[config.mk]
export PLATFORM = sky130hd
export DESIGN_NAME = otter_iobus_timer
export DESIGN_NICKNAME = d
export VERILOG_FILES = /design/src/rtl/otter_io_pkg.sv /design/src/rtl/otter_tick_gen.sv /design/src/rtl/otter_iobus_timer.sv
export SDC_FILE = /design/constraint.sdc
export NUM_CORES = 1
export LEC_CHECK = 0
export ABC_AREA = 1
export CAP_MARGIN = 20
export CORE_ASPECT_RATIO = 0.5
export CORE_MARGIN = 2
export CORE_UTILIZATION = 45
export CTS_BUF_LIST = sky130_fd_sc_hd__clkbuf_8 sky130_fd_sc_hd__clkbuf_16
export CTS_CLUSTER_DIAMETER = 60
export DETAILED_ROUTE_END_ITERATION = 16
export DONT_BUFFER_PORTS = 1
export PLACE_DENSITY = 0.7
export SETUP_SLACK_MARGIN = 0.4
export SLEW_MARGIN = 20
export SYNTH_ARGS = -nofsm -noshare
export SYNTH_HDL_FRONTEND = slang
export SYNTH_SLANG_ARGS = --single-unit
[constraint.sdc]
create_clock -name CLK -period 2.15 [get_ports CLK]
set_clock_uncertainty 0.1 [all_clocks]
set_input_delay 0.3225 -clock CLK [delete_from_list [all_inputs] [get_ports CLK]]
set_output_delay 0.3225 -clock CLK [all_outputs]
set_load 0.01 [all_outputs]
[src/rtl/otter_io_pkg.sv]
// Shared register-map constants and types for OTTER IOBUS peripherals.
// Used by the countdown timer (otter_iobus_timer) and its tick generator.
package otter_io_pkg;

    // Byte offsets inside the timer's 32-byte window
    localparam logic [4:0] TMR_CTRL_OFS     = 5'h00;
    localparam logic [4:0] TMR_LOAD_OFS     = 5'h04;
    localparam logic [4:0] TMR_COUNT_OFS    = 5'h08;
    localparam logic [4:0] TMR_STATUS_OFS   = 5'h0C;
    localparam logic [4:0] TMR_PRESCALE_OFS = 5'h10;

    localparam int TMR_CTRL_EN_BIT     = 0;
    localparam int TMR_CTRL_RELOAD_BIT = 1;
    localparam int TMR_CTRL_IE_BIT     = 2;

    localparam int PSC_W = 16;

    typedef struct packed {
        logic ie;
        logic reload;
        logic en;
    } tmr_ctrl_t;

endpackage

[src/rtl/otter_tick_gen.sv]
// Tick source for the timer: divides the clock by PRESCALE+1 when
// OTTER_TIMER_PRESCALE_EN is defined, otherwise ticks on every enabled cycle.
module otter_tick_gen
    import otter_io_pkg::*;
(
    input  logic             CLK,
    input  logic             RESET,
    input  logic             en,
    input  logic [PSC_W-1:0] prescale,
    input  logic             clear,
    output logic             tick
);

`ifdef OTTER_TIMER_PRESCALE_EN
    logic [PSC_W-1:0] psc;

    // NOTE: sequential state uses non-blocking assignments so every flop samples pre-edge values.
    always_ff @(posedge CLK) begin
        if (RESET || clear || !en) begin
            psc <= '0;
        end else if (psc == prescale) begin
            psc <= '0;
        end else begin
            psc <= psc + 1'b1;
        end
    end

    assign tick = en && (psc == prescale);
`else
    logic unusedInputs;
    assign unusedInputs = ^{CLK, RESET, prescale, clear};
    assign tick = en;
`endif

endmodule

[src/rtl/otter_iobus_timer.sv]
// Memory-mapped countdown timer on the OTTER IOBUS with level interrupt.
// Optional PRESCALE register enabled by defining OTTER_TIMER_PRESCALE_EN.
module otter_iobus_timer
    import otter_io_pkg::*;
#(
    parameter logic [31:0] BASE_ADDR = 32'h1100_0100,
    parameter int          CNT_W     = 32
) (
    input  logic        CLK,
    input  logic        RESET,
    input  logic [31:0] IOBUS_ADDR,
    input  logic [31:0] IOBUS_OUT,
    input  logic        IOBUS_WR,
    output logic [31:0] IOBUS_IN,
    output logic        INTR,
    output logic        HIT
);

    logic [4:0]       regOfs;
    logic             wrEn, ctrlWr, loadWr, statusWr, pscWr;
    logic             tick, expiry;
    tmr_ctrl_t        ctrl;
    logic [CNT_W-1:0] load, count;
    logic             expired;
    logic [PSC_W-1:0] prescale;
    logic             unusedAddrBits;

    assign unusedAddrBits = ^IOBUS_ADDR[1:0];
    assign regOfs   = {IOBUS_ADDR[4:2], 2'b00};
    assign HIT      = (IOBUS_ADDR[31:5] == BASE_ADDR[31:5]);
    assign wrEn     = HIT && IOBUS_WR;
    assign ctrlWr   = wrEn && (regOfs == TMR_CTRL_OFS);
    assign loadWr   = wrEn && (regOfs == TMR_LOAD_OFS);
    assign statusWr = wrEn && (regOfs == TMR_STATUS_OFS);

`ifdef OTTER_TIMER_PRESCALE_EN
    assign pscWr = wrEn && (regOfs == TMR_PRESCALE_OFS);

    always_ff @(posedge CLK) begin
        if (RESET) begin
            prescale <= '0;
        end else if (pscWr) begin
            prescale <= IOBUS_OUT[PSC_W-1:0];
        end
    end
`else
    assign pscWr    = 1'b0;
    assign prescale = '0;
`endif

    otter_tick_gen u_tickGen (
        .CLK      (CLK),
        .RESET    (RESET),
        .en       (ctrl.en),
        .prescale (prescale),
        .clear    (pscWr),
        .tick     (tick)
    );

    // A LOAD write replaces the tick outright, so it also suppresses expiry.
    assign expiry = tick && (count == '0) && !loadWr;

    always_ff @(posedge CLK) begin
        if (RESET) begin
            ctrl    <= '0;
            load    <= '0;
            count   <= '0;
            expired <= 1'b0;
        end else begin
            if (ctrlWr) begin
                ctrl <= '{ie:     IOBUS_OUT[TMR_CTRL_IE_BIT],
                          reload: IOBUS_OUT[TMR_CTRL_RELOAD_BIT],
                          en:     IOBUS_OUT[TMR_CTRL_EN_BIT]};
            end else if (expiry && !ctrl.reload) begin
                ctrl.en <= 1'b0;
            end

            if (loadWr) begin
                load  <= IOBUS_OUT[CNT_W-1:0];
                count <= IOBUS_OUT[CNT_W-1:0];
            end else if (tick) begin
                if (count != '0) begin
                    count <= count - 1'b1;
                end else if (ctrl.reload) begin
                    count <= load;
                end
            end

            // A fresh expiry beats a simultaneous write-1-to-clear.
            if (expiry) begin
                expired <= 1'b1;
            end else if (statusWr && IOBUS_OUT[0]) begin
                expired <= 1'b0;
            end
        end
    end

    assign INTR = expired & ctrl.ie;

    // NOTE: default assignment first keeps this combinational block latch-free.
    always_comb begin
        IOBUS_IN = '0;
        if (HIT) begin
            case (regOfs)
                TMR_CTRL_OFS:     IOBUS_IN = 32'(ctrl);
                TMR_LOAD_OFS:     IOBUS_IN[CNT_W-1:0] = load;
                TMR_COUNT_OFS:    IOBUS_IN[CNT_W-1:0] = count;
                TMR_STATUS_OFS:   IOBUS_IN[0] = expired;
`ifdef OTTER_TIMER_PRESCALE_EN
                TMR_PRESCALE_OFS: IOBUS_IN[PSC_W-1:0] = prescale;
`endif
                default:          IOBUS_IN = '0;
            endcase
        end
    end

endmodule

Word-level counts from Yosys, hierarchy flattened

Cells that the tools add are included.

Output and inout port bits: 34
Logic and storage cells: 41
Bits in registers: 68
Input bits: 67

Reductions and logical operators: 18
Bitwise gates (word level): 1
Eq/ne operators: 4
Muxes and demuxes: 11
Add/sub/neg operators: 1

Operators with widths:

| cell                    | count |
|---|---|
| $mux W32                | 5 |
| $pmux W31 S3            | 1 |
| $logic_not A32 Y1       | 1 |
| $reduce_bool A32 Y1     | 1 |
| $sub A32 B1 Y32 const B | 1 |
| $eq A27 B24 Y1 const B  | 1 |
| $logic_and A1 B1 Y1     | 8 |
| $eq A3 B2 Y1 const B    | 2 |
| $reduce_bool A2 Y1      | 3 |
| $logic_not A5 Y1        | 1 |
| $mux W1                 | 4 |
| $pmux W1 S4             | 1 |
| $eq A3 B1 Y1 const B    | 1 |
| $reduce_bool A3 Y1      | 1 |
| $logic_not A1 Y1        | 2 |
| $reduce_and A2 Y1       | 1 |
| $and A1 B1 Y1           | 1 |

Longest topological paths before layout

Gate-level depths: netlist of run 1.

Word-level depth: 8
Gate-level depth with buffers: 13
Gate-level depth less buffers: 13

Modules after synthesis

From an unflattened synthesis of run 1, not the netlist that was laid out.

Cell total of the unflattened synthesis: 859
Area total of the unflattened synthesis: 4853.4 um2

Modules (own cells, without submodules):

| module            | cells each | sequential area each (um2) | times used | area an instance (um2) |
|---|---|---|---|---|
| otter_iobus_timer | 858        | 1361.3                     | 1          | 4845.9 |
| otter_tick_gen    | 1          | 0.0                        | 1          | 7.5 |

Worst setup path after synthesis of run 1

OpenSTA, ideal clock, no wires.

Path kind: input to output
From: input port IOBUS_ADDR[26]
To: output port IOBUS_IN[2]
Arrival: 1.482 ns
Setup slack: 0.245 ns
Stages: 6
Buffers on the path: 1
Required time: 1.727 ns
Cells stage by stage: nor3_2 -> nand3_1 -> nor2_4 -> o211ai_1 -> clkbuf_1 -> a31oi_1

Cells in the longest elaborated chain, start to end: 2

Ends and longest elaborated chain:

| what           | line                     | source |
|---|---|---|
| from (decl)    | otter_iobus_timer.sv:11  | `input logic [31:0] IOBUS_ADDR,` |
| $eq A27 B24 Y1 | otter_iobus_timer.sv:30  | `assign HIT = (IOBUS_ADDR[31:5] == BASE_ADDR[31:5]);` |
| via HIT        | otter_iobus_timer.sv:16  | `output logic HIT` |
| $mux W32       | otter_iobus_timer.sv:103 | `if (HIT) begin` |
| to (decl)      | otter_iobus_timer.sv:14  | `output logic [31:0] IOBUS_IN,` |

The timed path passes the listed nets, and every way through them passes these cells.

Worst setup path in the final report of run 1

From: register count[1]
To: register count[0]

Cells in the longest elaborated chain, start to end: 4
Elaborated cells between the ends (all ways): 6
Classes of those cells: mux: 3; reduce/logical: 3

Ends and longest elaborated chain:

| what                    | line                    | source |
|---|---|---|
| from (decl)             | otter_iobus_timer.sv:23 | `logic [CNT_W-1:0] load, count;` |
| from (signal assigned)  | otter_iobus_timer.sv:80 | `count <= IOBUS_OUT[CNT_W-1:0];` |
| from (signal assigned)  | otter_iobus_timer.sv:83 | `count <= count - 1'b1;` |
| from (signal assigned)  | otter_iobus_timer.sv:85 | `count <= load;` |
| $reduce_bool A32 Y1 (*) | otter_iobus_timer.sv:82 | `if (count != '0) begin` |
| $mux W32                | otter_iobus_timer.sv:82 |  |
| $mux W32                | otter_iobus_timer.sv:81 | `end else if (tick) begin` |
| $mux W32                | otter_iobus_timer.sv:78 | `if (loadWr) begin` |

Every way passes the cells marked *; elsewhere a longest branch is shown, timed or not. The select of a mux whose other input is x is not followed.
A chain may end at the register's enable or synchronous reset.

==> results of run 1 <==
==> area by class of cell <==
cell class / count / area, µm² / share of cell area (%)
Multi-Input combinational cell: 680 / 3820 / 57.1
Sequential cell: 68 / 1380 / 20.6
Timing Repair Buffer: 72 / 826 / 12.3
Clock buffer: 10 / 239 / 3.57
Inverter: 55 / 216 / 3.24
Tap cell: 140 / 175 / 2.62
Clock inverter: 6 / 31.3 / 0.468
==> layout by cell type (no fill, tap or decap), drive strengths merged <==
master | synthesis | routed
nor3 | 7 | 7
xor2 | 4 | 4
nor2 | 182 | 182
a211oi | 2 | 2
nor2b | 1 | 1
clkbuf | 19 | 13
nand4 | 6 | 6
o21ai | 59 | 59
dfxtp | 68 | 68
buf | 16 | 69
a21oi | 75 | 75
nand3b | 2 | 2
a22oi | 1 | 1
and2 | 3 | 3
clkinv | 1 | 6
clkinvlp | 0 | 1
nand3 | 38 | 38
ha | 2 | 2
a31oi | 4 | 4
o211ai | 1 | 1
xnor2 | 4 | 4
inv | 54 | 54
o21bai | 5 | 5
nand2 | 277 | 277
or2 | 7 | 7
==> power groups by stage <==
stage | combinational (mW) | sequential [mW] | clock, mW
floorplan | 0.0559 | 1.29 | 0
global placement | 0.0650 | 1.29 | 0
detailed placement | 0.0665 | 1.29 | 0
CTS | 0.0865 | 1.26 | 1.38
global route | 0.109 | 1.26 | 1.43
finish | 0.102 | 1.26 | 1.37
==> registers in the layout, summed over array words and instances (netlist names) <==
register / cells
ctrl: 3
count: 32
expired: 1
load: 32
==> per-stage QoR <==
step	utilization [%]	std cells	total power [mW]	hold slack [ps]
floorplan	-	838	1.34	347
global placement	52.8	989	1.35	295
detailed placement	52.8	989	1.35	297
CTS	61.2	1023	2.72	44.4
global route	64.9	1031	2.80	48.8
finish	64.9	1031	2.73	46.9
==> metal layers <==
| layer | global-route usage (%) | up-vias | wire length [µm] |
|---|---|---|---|
| met1 | 42.6 | 2654 | 8060 |
| met3 | 9.05 | 45 | 2320 |
| met4 | 6.32 | 0 | 327 |
| met2 | 44.0 | 334 | 7640 |
| met5 | 0 | - | 0 |
| li1 | - | 2763 | - |
==> cells by family after synthesis <==
logic type	share of synthesized area, %
AOI/OAI and AO/OA	16.4
xor gates and xnor gates	1.45
adders and majority gates	0.518
buffers and inverters	8.48
DFF	28.2
and+or+nand+nor	45.0
==> worst max-delay path by stage <==
stage                     startpoint                      to  cells after the start
6_report       count[1]$_SDFFE_PP0P_   count[0]$_SDFFE_PP0P_                     14
5_1_grt        count[1]$_SDFFE_PP0P_  count[26]$_SDFFE_PP0P_                     12
4_1_cts        count[0]$_SDFFE_PP0P_  count[26]$_SDFFE_PP0P_                     12
3_5_place_dp   count[0]$_SDFFE_PP0P_  count[26]$_SDFFE_PP0P_                     12
3_3_place_gp          IOBUS_ADDR[15]            IOBUS_IN[17]                      8
2_1_floorplan         IOBUS_ADDR[15]            IOBUS_IN[11]                      8
==> worst max-delay path: stages, from the launching register on <==
cell and delay (ps):
sky130_fd_sc_hd__dfxtp_4 360, sky130_fd_sc_hd__inv_4 80, sky130_fd_sc_hd__ha_4 140, sky130_fd_sc_hd__nand2_2 60, sky130_fd_sc_hd__nor2_1 90, sky130_fd_sc_hd__nand2_1 100, sky130_fd_sc_hd__nor2_4 110, sky130_fd_sc_hd__nand3_2 90
sky130_fd_sc_hd__nand2_4 100, sky130_fd_sc_hd__nand2_8 120, sky130_fd_sc_hd__buf_12 180, sky130_fd_sc_hd__clkinv_4 50, sky130_fd_sc_hd__nor2_4 30, sky130_fd_sc_hd__nor2_2 90, sky130_fd_sc_hd__nor2_1 50
==> repair_timing <==
item | CTS | global route
setup buffers | 13 | 4
gates cloned | 4 | 4
hold endpoints to repair | 36 | 0
pin swaps | 16 | 25
hold buffers | 1 | 0
gates resized for setup | 101 | 72
endpoints found under the setup margin | 62 | 65
==> synthesized netlist by cell type (all sizes together) <==
master	n
and2	3
o21bai	5
nor3	7
dfxtp	68
nand4	6
a31oi	4
nand3b	2
a22oi	1
nand3	38
a211oi	2
buf	16
nor2	182
ha	2
clkbuf	19
or2	7
o21ai	59
xnor2	4
nand2	277
inv	54
clkinv	1
a21oi	75
xor2	4
o211ai	1
nor2b	1
==> impl_metrics.prom, run 1 <==
# TYPE chip_impl_metric gauge
chip_impl_info{name="outcome",value="completed"} 1
chip_impl_metric{name="timing.hold.worst_path_depth",unit=""} 2
chip_impl_metric{name="gp_congestion",unit=""} 0.953
chip_impl_metric{name="report.final.setup_viol",unit=""} 0
chip_impl_metric{name="remaining_drc_errors",unit=""} 0
chip_impl_metric{name="initialDrtViolationCount",unit=""} 615
chip_impl_metric{name="layout-drive-gt1-share",unit="%"} 29.1
chip_impl_metric{name="grt_pass1_vias",unit=""} 5292
chip_impl_metric{name="yosys_warn_count",unit=""} 0
chip_impl_metric{name="intPower",unit="mW"} 2.10
chip_impl_info{name="cp_startpoint_kind",value="flip-flop"} 1
chip_impl_info{name="nature_of_the_critical_path_endpoint",value="flip-flop"} 1
chip_impl_metric{name="pin_count",unit=""} 101
chip_impl_metric{name="worst-r2r-cell-count",unit=""} 14
chip_impl_metric{name="syn2layout_area_growth",unit="%"} 38.6
chip_impl_metric{name="clockPowerShare",unit="%"} 50.2
chip_impl_metric{name="grt_antenna_before_repair",unit=""} 0
chip_impl_metric{name="seqPwrFrac",unit="%"} 46.1
chip_impl_metric{name="detailed_place_hpwl",unit="µm"} 11700
chip_impl_metric{name="post-route-period-util",unit="%"} 87.0
chip_impl_metric{name="cts_num_sinks",unit=""} 68
chip_impl_metric{name="fill_cells",unit=""} 910
chip_impl_metric{name="final_period_minus_worst_setup_slack",unit="ps"} 1870
chip_impl_info{name="worstHoldEndpoint",value="load[21]$_SDFFE_PP0P_"} 1
chip_impl_metric{name="final_cell_area",unit="µm²"} 6690
chip_impl_metric{name="grt_max_degree",unit=""} 37
chip_impl_metric{name="gr-usage-all-layers",unit="%"} 29.9
chip_impl_metric{name="die-width",unit="µm"} 150
chip_impl_metric{name="rrSetupSlack",unit="ps"} 280
chip_impl_metric{name="wl_per_cell",unit="µm"} 17.8
chip_impl_info{name="cts_root_buf",value="sky130_fd_sc_hd__clkbuf_16"} 1
chip_impl_metric{name="grt.overflow.total",unit=""} 0
chip_impl_metric{name="timing.critical_path.arrival",unit="ps"} 2000
chip_impl_metric{name="ys_ff_latch",unit=""} 68
chip_impl_metric{name="worst_tran_pin_value",unit="ps"} 580
chip_impl_metric{name="maxClockFrequency",unit="GHz"} 0.534
chip_impl_info{name="worstHoldPathType",value="in2reg"} 1
chip_impl_info{name="holdCritStartpoint",value="IOBUS_OUT[21]"} 1
chip_impl_metric{name="maxCapViolations",unit=""} 0
chip_impl_metric{name="drt-vias-per-instance",unit=""} 5.62
chip_impl_metric{name="switching_share",unit="%"} 23.2
chip_impl_info{name="grt_setup_unrepaired",value="yes"} 1
chip_impl_metric{name="initial_util",unit="%"} 46.8
chip_impl_metric{name="die_outline_height",unit="µm"} 77.2
chip_impl_metric{name="layout.nets",unit=""} 955
chip_impl_metric{name="crit_fanout",unit=""} 8
chip_impl_metric{name="core_area",unit="µm²"} 10300
chip_impl_metric{name="antenna_cells",unit=""} 0
chip_impl_metric{name="cts_made_buffers",unit=""} 9
chip_impl_metric{name="syn-cell-area",unit="µm²"} 4830
chip_impl_metric{name="post-synth-top-area-fraction",unit="%"} 28.2
chip_impl_metric{name="netlist_instances",unit=""} 838
chip_impl_metric{name="syn-mean-instance-area",unit="µm²"} 5.76
chip_impl_metric{name="p_per_area",unit="nW/µm²"} 408
chip_impl_info{name="largest_area_contributor_in_the_netlist",value="sky130_fd_sc_hd__dfxtp_1"} 1
chip_impl_metric{name="synth_seq_area_share",unit="%"} 28.2
chip_impl_info{name="reg2reg_from",value="count[1]$_SDFFE_PP0P_"} 1
chip_impl_metric{name="cts_buffer_depth",unit=""} 2
chip_impl_metric{name="routed_wirelength",unit="µm"} 18300
chip_impl_metric{name="grt_first_pass_wirelength",unit="µm"} 27200
chip_impl_metric{name="dpl_worst_slack",unit="ps"} 234
chip_impl_info{name="regToRegEndpoint",value="count[0]$_SDFFE_PP0P_"} 1
chip_impl_metric{name="path_clk_slew",unit="ps"} 60
chip_impl_metric{name="slew_viol_final",unit=""} 0
chip_impl_metric{name="port_buffers",unit=""} 0
chip_impl_metric{name="synth_nets",unit=""} 907
chip_impl_metric{name="firstDrtPassIters",unit=""} 6
chip_impl_metric{name="slew_headroom",unit="%"} 61.3
chip_impl_metric{name="cp.required",unit="ps"} 2280
chip_impl_metric{name="netlist-cell-type-count",unit=""} 41
chip_impl_metric{name="design.die.area",unit="µm²"} 11600
chip_impl_metric{name="floorplan.rows",unit=""} 26
chip_impl_metric{name="comb_power_share",unit="%"} 3.7
chip_impl_metric{name="placement.cell_area",unit="µm²"} 5450
chip_impl_info{name="tritoncts",value="done"} 1
chip_impl_metric{name="leakagePower",unit="nW"} 2.68
chip_impl_metric{name="clk_latency",unit="ps"} 340
chip_impl_metric{name="route.antenna.remaining_nets",unit=""} 0
chip_impl_metric{name="layout_setup_ws",unit="ps"} 279
chip_impl_metric{name="switching_power_summed_over_all_nets",unit="mW"} 0.633
chip_impl_metric{name="total_negative_setup_slack",unit="ps"} 0
chip_impl_info{name="setup_crit_path_kind",value="reg2reg"} 1
chip_impl_metric{name="number_of_hold_violations_in_the_final_report",unit=""} 0
chip_impl_metric{name="htreeDepth",unit=""} 3
chip_impl_metric{name="vdd_drop_max",unit="mV"} 0.380
chip_impl_info{name="synthTopCellsByArea",value="sky130_fd_sc_hd__dfxtp_1 28%, sky130_fd_sc_hd__nand2_1 21%, sky130_fd_sc_hd__nor2_1 13%, sky130_fd_sc_hd__a21oi_1 7.4%, sky130_fd_sc_hd__nand3_1 3.7%"} 1
chip_impl_metric{name="detailroute.via_count",unit=""} 5796
(Power assumes the default switching activity.)
==> inputs of run 2 (changes only) <==
--- a/config.mk
+++ b/config.mk
@@ -8,13 +8,12 @@
 export ABC_AREA = 1
 export CAP_MARGIN = 20
 export CORE_ASPECT_RATIO = 0.5
-export CORE_MARGIN = 2
 export CORE_UTILIZATION = 45
 export CTS_BUF_LIST = sky130_fd_sc_hd__clkbuf_8 sky130_fd_sc_hd__clkbuf_16
-export CTS_CLUSTER_DIAMETER = 60
+export CTS_CLUSTER_DIAMETER = 50
 export DETAILED_ROUTE_END_ITERATION = 16
 export DONT_BUFFER_PORTS = 1
-export PLACE_DENSITY = 0.7
+export PLACE_DENSITY = 0.72
 export SETUP_SLACK_MARGIN = 0.4
 export SLEW_MARGIN = 20
 export SYNTH_ARGS = -nofsm -noshare
==> constraint.sdc (replaced) <==
create_clock -name CLK -period 1.6 [get_ports CLK]
set_clock_uncertainty 0.1 [all_clocks]
set_input_delay 0.24 -clock CLK [delete_from_list [all_inputs] [get_ports CLK]]
set_output_delay 0.24 -clock CLK [all_outputs]
set_load 0.01 [all_outputs]
==> run 2 against run 1 <==
  * Setup slack worse by 540 ps
  * Largest cell class unchanged
  * Die area shrank 3.9%
  * Sequential power is 34% higher
  * Maximum frequency increased by 0.68%
  * First-iteration DRC count increased by 8.8%
  * Sequential cell count unchanged
  * Critical path depth is 1 lower
  * Sequential share of layout area down 2.3 points
  * Global-route usage increased by 4.0 points
  * Combinational power increased by 11%
  * The flow now finishes with violations (hold timing, setup timing)
  * Final cell count grew 6.2%
==> impl_metrics.prom, run 2 (synthesized netlist as in run 1, its figures left out) <==
# TYPE chip_impl_metric gauge
chip_impl_info{name="outcome",value="complete, but fails checks"} 1
chip_impl_info{name="failing_checks",value="hold timing, setup timing"} 1
chip_impl_metric{name="die-width",unit="µm"} 148
chip_impl_metric{name="remaining_drc_errors",unit=""} 0
chip_impl_metric{name="worst_tran_pin_value",unit="ps"} 574
chip_impl_metric{name="die_outline_height",unit="µm"} 75.2
chip_impl_metric{name="number_of_hold_violations_in_the_final_report",unit=""} 40
chip_impl_info{name="tritoncts",value="done"} 1
chip_impl_metric{name="slew_headroom",unit="%"} 61.7
chip_impl_metric{name="design.die.area",unit="µm²"} 11200
chip_impl_metric{name="routed_wirelength",unit="µm"} 19100
chip_impl_metric{name="route.antenna.remaining_nets",unit=""} 0
chip_impl_metric{name="detailroute.via_count",unit=""} 6141
chip_impl_metric{name="post-route-period-util",unit="%"} 116
chip_impl_info{name="grt_setup_unrepaired",value="yes"} 1
chip_impl_metric{name="report.final.setup_viol",unit=""} 66
chip_impl_metric{name="grt_antenna_before_repair",unit=""} 0
chip_impl_info{name="setup_crit_path_kind",value="reg2reg"} 1
chip_impl_metric{name="maxCapViolations",unit=""} 0
chip_impl_metric{name="grt_max_degree",unit=""} 42
chip_impl_info{name="reg2reg_from",value="count[1]$_SDFFE_PP0P_"} 1
chip_impl_metric{name="firstDrtPassIters",unit=""} 6
chip_impl_metric{name="timing.hold.worst_path_depth",unit=""} 1
chip_impl_metric{name="crit_fanout",unit=""} 27
chip_impl_metric{name="cts_buffer_depth",unit=""} 2
chip_impl_metric{name="final_period_minus_worst_setup_slack",unit="ps"} 1860
chip_impl_metric{name="timing.critical_path.arrival",unit="ps"} 2010
chip_impl_metric{name="drt-vias-per-instance",unit=""} 5.61
chip_impl_metric{name="vdd_drop_max",unit="mV"} 0.497
chip_impl_metric{name="finalCoreUtilization",unit="%"} 73.4
chip_impl_metric{name="regArea",unit="µm²"} 1390
chip_impl_info{name="reg.largest.list",value="count: 32 flops, load: 32 flops, ctrl: 3 flops"} 1
chip_impl_metric{name="cp.required",unit="ps"} 1750
chip_impl_metric{name="cts_num_sinks",unit=""} 68
chip_impl_metric{name="floorplan.rows",unit=""} 26
chip_impl_metric{name="slew_viol_final",unit=""} 0
chip_impl_metric{name="syn2layout_area_growth",unit="%"} 56.9
chip_impl_metric{name="gr-usage-all-layers",unit="%"} 33.9
chip_impl_info{name="nature_of_the_critical_path_endpoint",value="flip-flop"} 1
chip_impl_metric{name="leakagePower",unit="nW"} 3.25
chip_impl_metric{name="wl_per_cell",unit="µm"} 17.5
chip_impl_metric{name="grt.overflow.total",unit=""} 0
chip_impl_metric{name="antenna_cells",unit=""} 0
chip_impl_info{name="cp_startpoint_kind",value="flip-flop"} 1
chip_impl_metric{name="initialDrtViolationCount",unit=""} 669
chip_impl_metric{name="layout_setup_ws",unit="ps"} -259
chip_impl_info{name="mostFrequentLayoutCells",value="224 x sky130_fd_sc_hd__nand2_1, 131 x sky130_fd_sc_hd__nor2_1, 104 x sky130_fd_sc_hd__buf_4"} 1
chip_impl_metric{name="cts_made_buffers",unit=""} 9
chip_impl_metric{name="layout-drive-gt1-share",unit="%"} 41.7
chip_impl_metric{name="p_per_area",unit="nW/µm²"} 498
chip_impl_metric{name="rrSetupSlack",unit="ps"} -260
chip_impl_metric{name="grt_pass1_vias",unit=""} 5664
chip_impl_info{name="worstHoldEndpoint",value="load[31]$_SDFFE_PP0P_"} 1
chip_impl_metric{name="core_area",unit="µm²"} 10300
chip_impl_metric{name="port_buffers",unit=""} 0
chip_impl_metric{name="initial_util",unit="%"} 46.8
chip_impl_metric{name="holdWs",unit="ps"} -140
chip_impl_metric{name="worst-r2r-cell-count",unit=""} 13
chip_impl_metric{name="path_clk_slew",unit="ps"} 60
chip_impl_info{name="worstHoldPathType",value="in2reg"} 1
chip_impl_info{name="holdCritStartpoint",value="RESET"} 1
chip_impl_metric{name="grt_first_pass_wirelength",unit="µm"} 28900
chip_impl_metric{name="detailed_place_hpwl",unit="µm"} 12400
chip_impl_metric{name="fill_cells",unit=""} 768
chip_impl_metric{name="htreeDepth",unit=""} 3
chip_impl_info{name="mostFrequentLayoutCell",value="sky130_fd_sc_hd__nand2_1"} 1
chip_impl_metric{name="gp_congestion",unit=""} 0.976
chip_impl_metric{name="maxClockFrequency",unit="GHz"} 0.538
chip_impl_metric{name="pin_count",unit=""} 101
chip_impl_metric{name="layout.nets",unit=""} 1019
chip_impl_info{name="regToRegEndpoint",value="count[1]$_SDFFE_PP0P_"} 1
chip_impl_metric{name="clk_latency",unit="ps"} 340
chip_impl_metric{name="area_taken_by_multi_input_logic_gates",unit="µm²"} 4210
chip_impl_info{name="cts_root_buf",value="sky130_fd_sc_hd__clkbuf_16"} 1
==> run 2: cell type report <==
class	instances	share of cell area, %
Multi-Input combinational cell	680	55.5
Tap cell	140	2.31
Clock inverter	7	0.793
Timing Repair Buffer	136	17.2
Sequential cell	68	18.3
Clock buffer	9	2.97
Inverter	55	2.92
==> run 2: timing repair <==
action,4_1_cts,5_1_grt
cloned,3,1
buffers inserted,10,7
endpoints found under the setup margin,69,102
resized for setup,228,51
hold endpoints to repair,40,40
pin swaps,74,13
==> run 2: report_power, final <==
part	total, mW	switching (mW)	leakage, nW	internal, mW
registers	1.69	0.00000000172	0.556	1.69
clock network	1.97	0.781	0.148	1.19
logic	0.113	0.0649	2.55	0.0486
==> run 2: metal layers <==
metal / share of wire (%) / routed length (µm) / GRT usage [%] / vias up
met5: 0 / 0 / 0 / -
met4: 1.4 / 267 / 9.16 / 0
met3: 11 / 2070 / 8.06 / 29
met2: 44 / 8340 / 54.9 / 333
met1: 44 / 8460 / 45.5 / 2877
li1: - / - / - / 2902
==> run 2: worst max-delay path, cell delays in order, from the launching register on <==
cell	delay [ps]
sky130_fd_sc_hd__dfxtp_2	340
sky130_fd_sc_hd__inv_2	90
sky130_fd_sc_hd__ha_4	140
sky130_fd_sc_hd__nand2_2	60
sky130_fd_sc_hd__nor2_1	90
sky130_fd_sc_hd__nand2_1	100
sky130_fd_sc_hd__nor2_4	140
sky130_fd_sc_hd__nand3_2	110
sky130_fd_sc_hd__nand2_4	100
sky130_fd_sc_hd__nand2_4	80
sky130_fd_sc_hd__buf_12	170
sky130_fd_sc_hd__nand2_1	70
sky130_fd_sc_hd__nor2_1	50
sky130_fd_sc_hd__nor2_1	140
==> run 2: worst max path at each step <==
stage | startpoint | to | depth (start not counted)
6_report | count[1]$_SDFFE_PP0P_ | count[1]$_SDFFE_PP0P_ | 13
2_1_floorplan | IOBUS_ADDR[15] | IOBUS_IN[2] | 8
5_1_grt | count[0]$_SDFFE_PP0P_ | count[0]$_SDFFE_PP0P_ | 14
4_1_cts | count[0]$_SDFFE_PP0P_ | count[26]$_SDFFE_PP0P_ | 12
3_5_place_dp | count[5]$_SDFFE_PP0P_ | count[15]$_SDFFE_PP0P_ | 11
3_3_place_gp | count[7]$_SDFFE_PP0P_ | count[23]$_SDFFE_PP0P_ | 11
==> run 2: per-stage QoR <==
step           power, mW  area (µm²)  setup TNS [ps]  cells  worst slack, ps
2_1_floorplan       1.81        5120           -1660    838            -54.8
3_3_place_gp        1.82        6010          -10340   1058             -239
3_5_place_dp        1.82        6010          -11020   1058             -233
4_1_cts             3.74        7340           -4930   1087             -146
5_1_grt             3.85        7570          -15540   1095             -346
6_report            3.77        7570          -10260   1095             -259
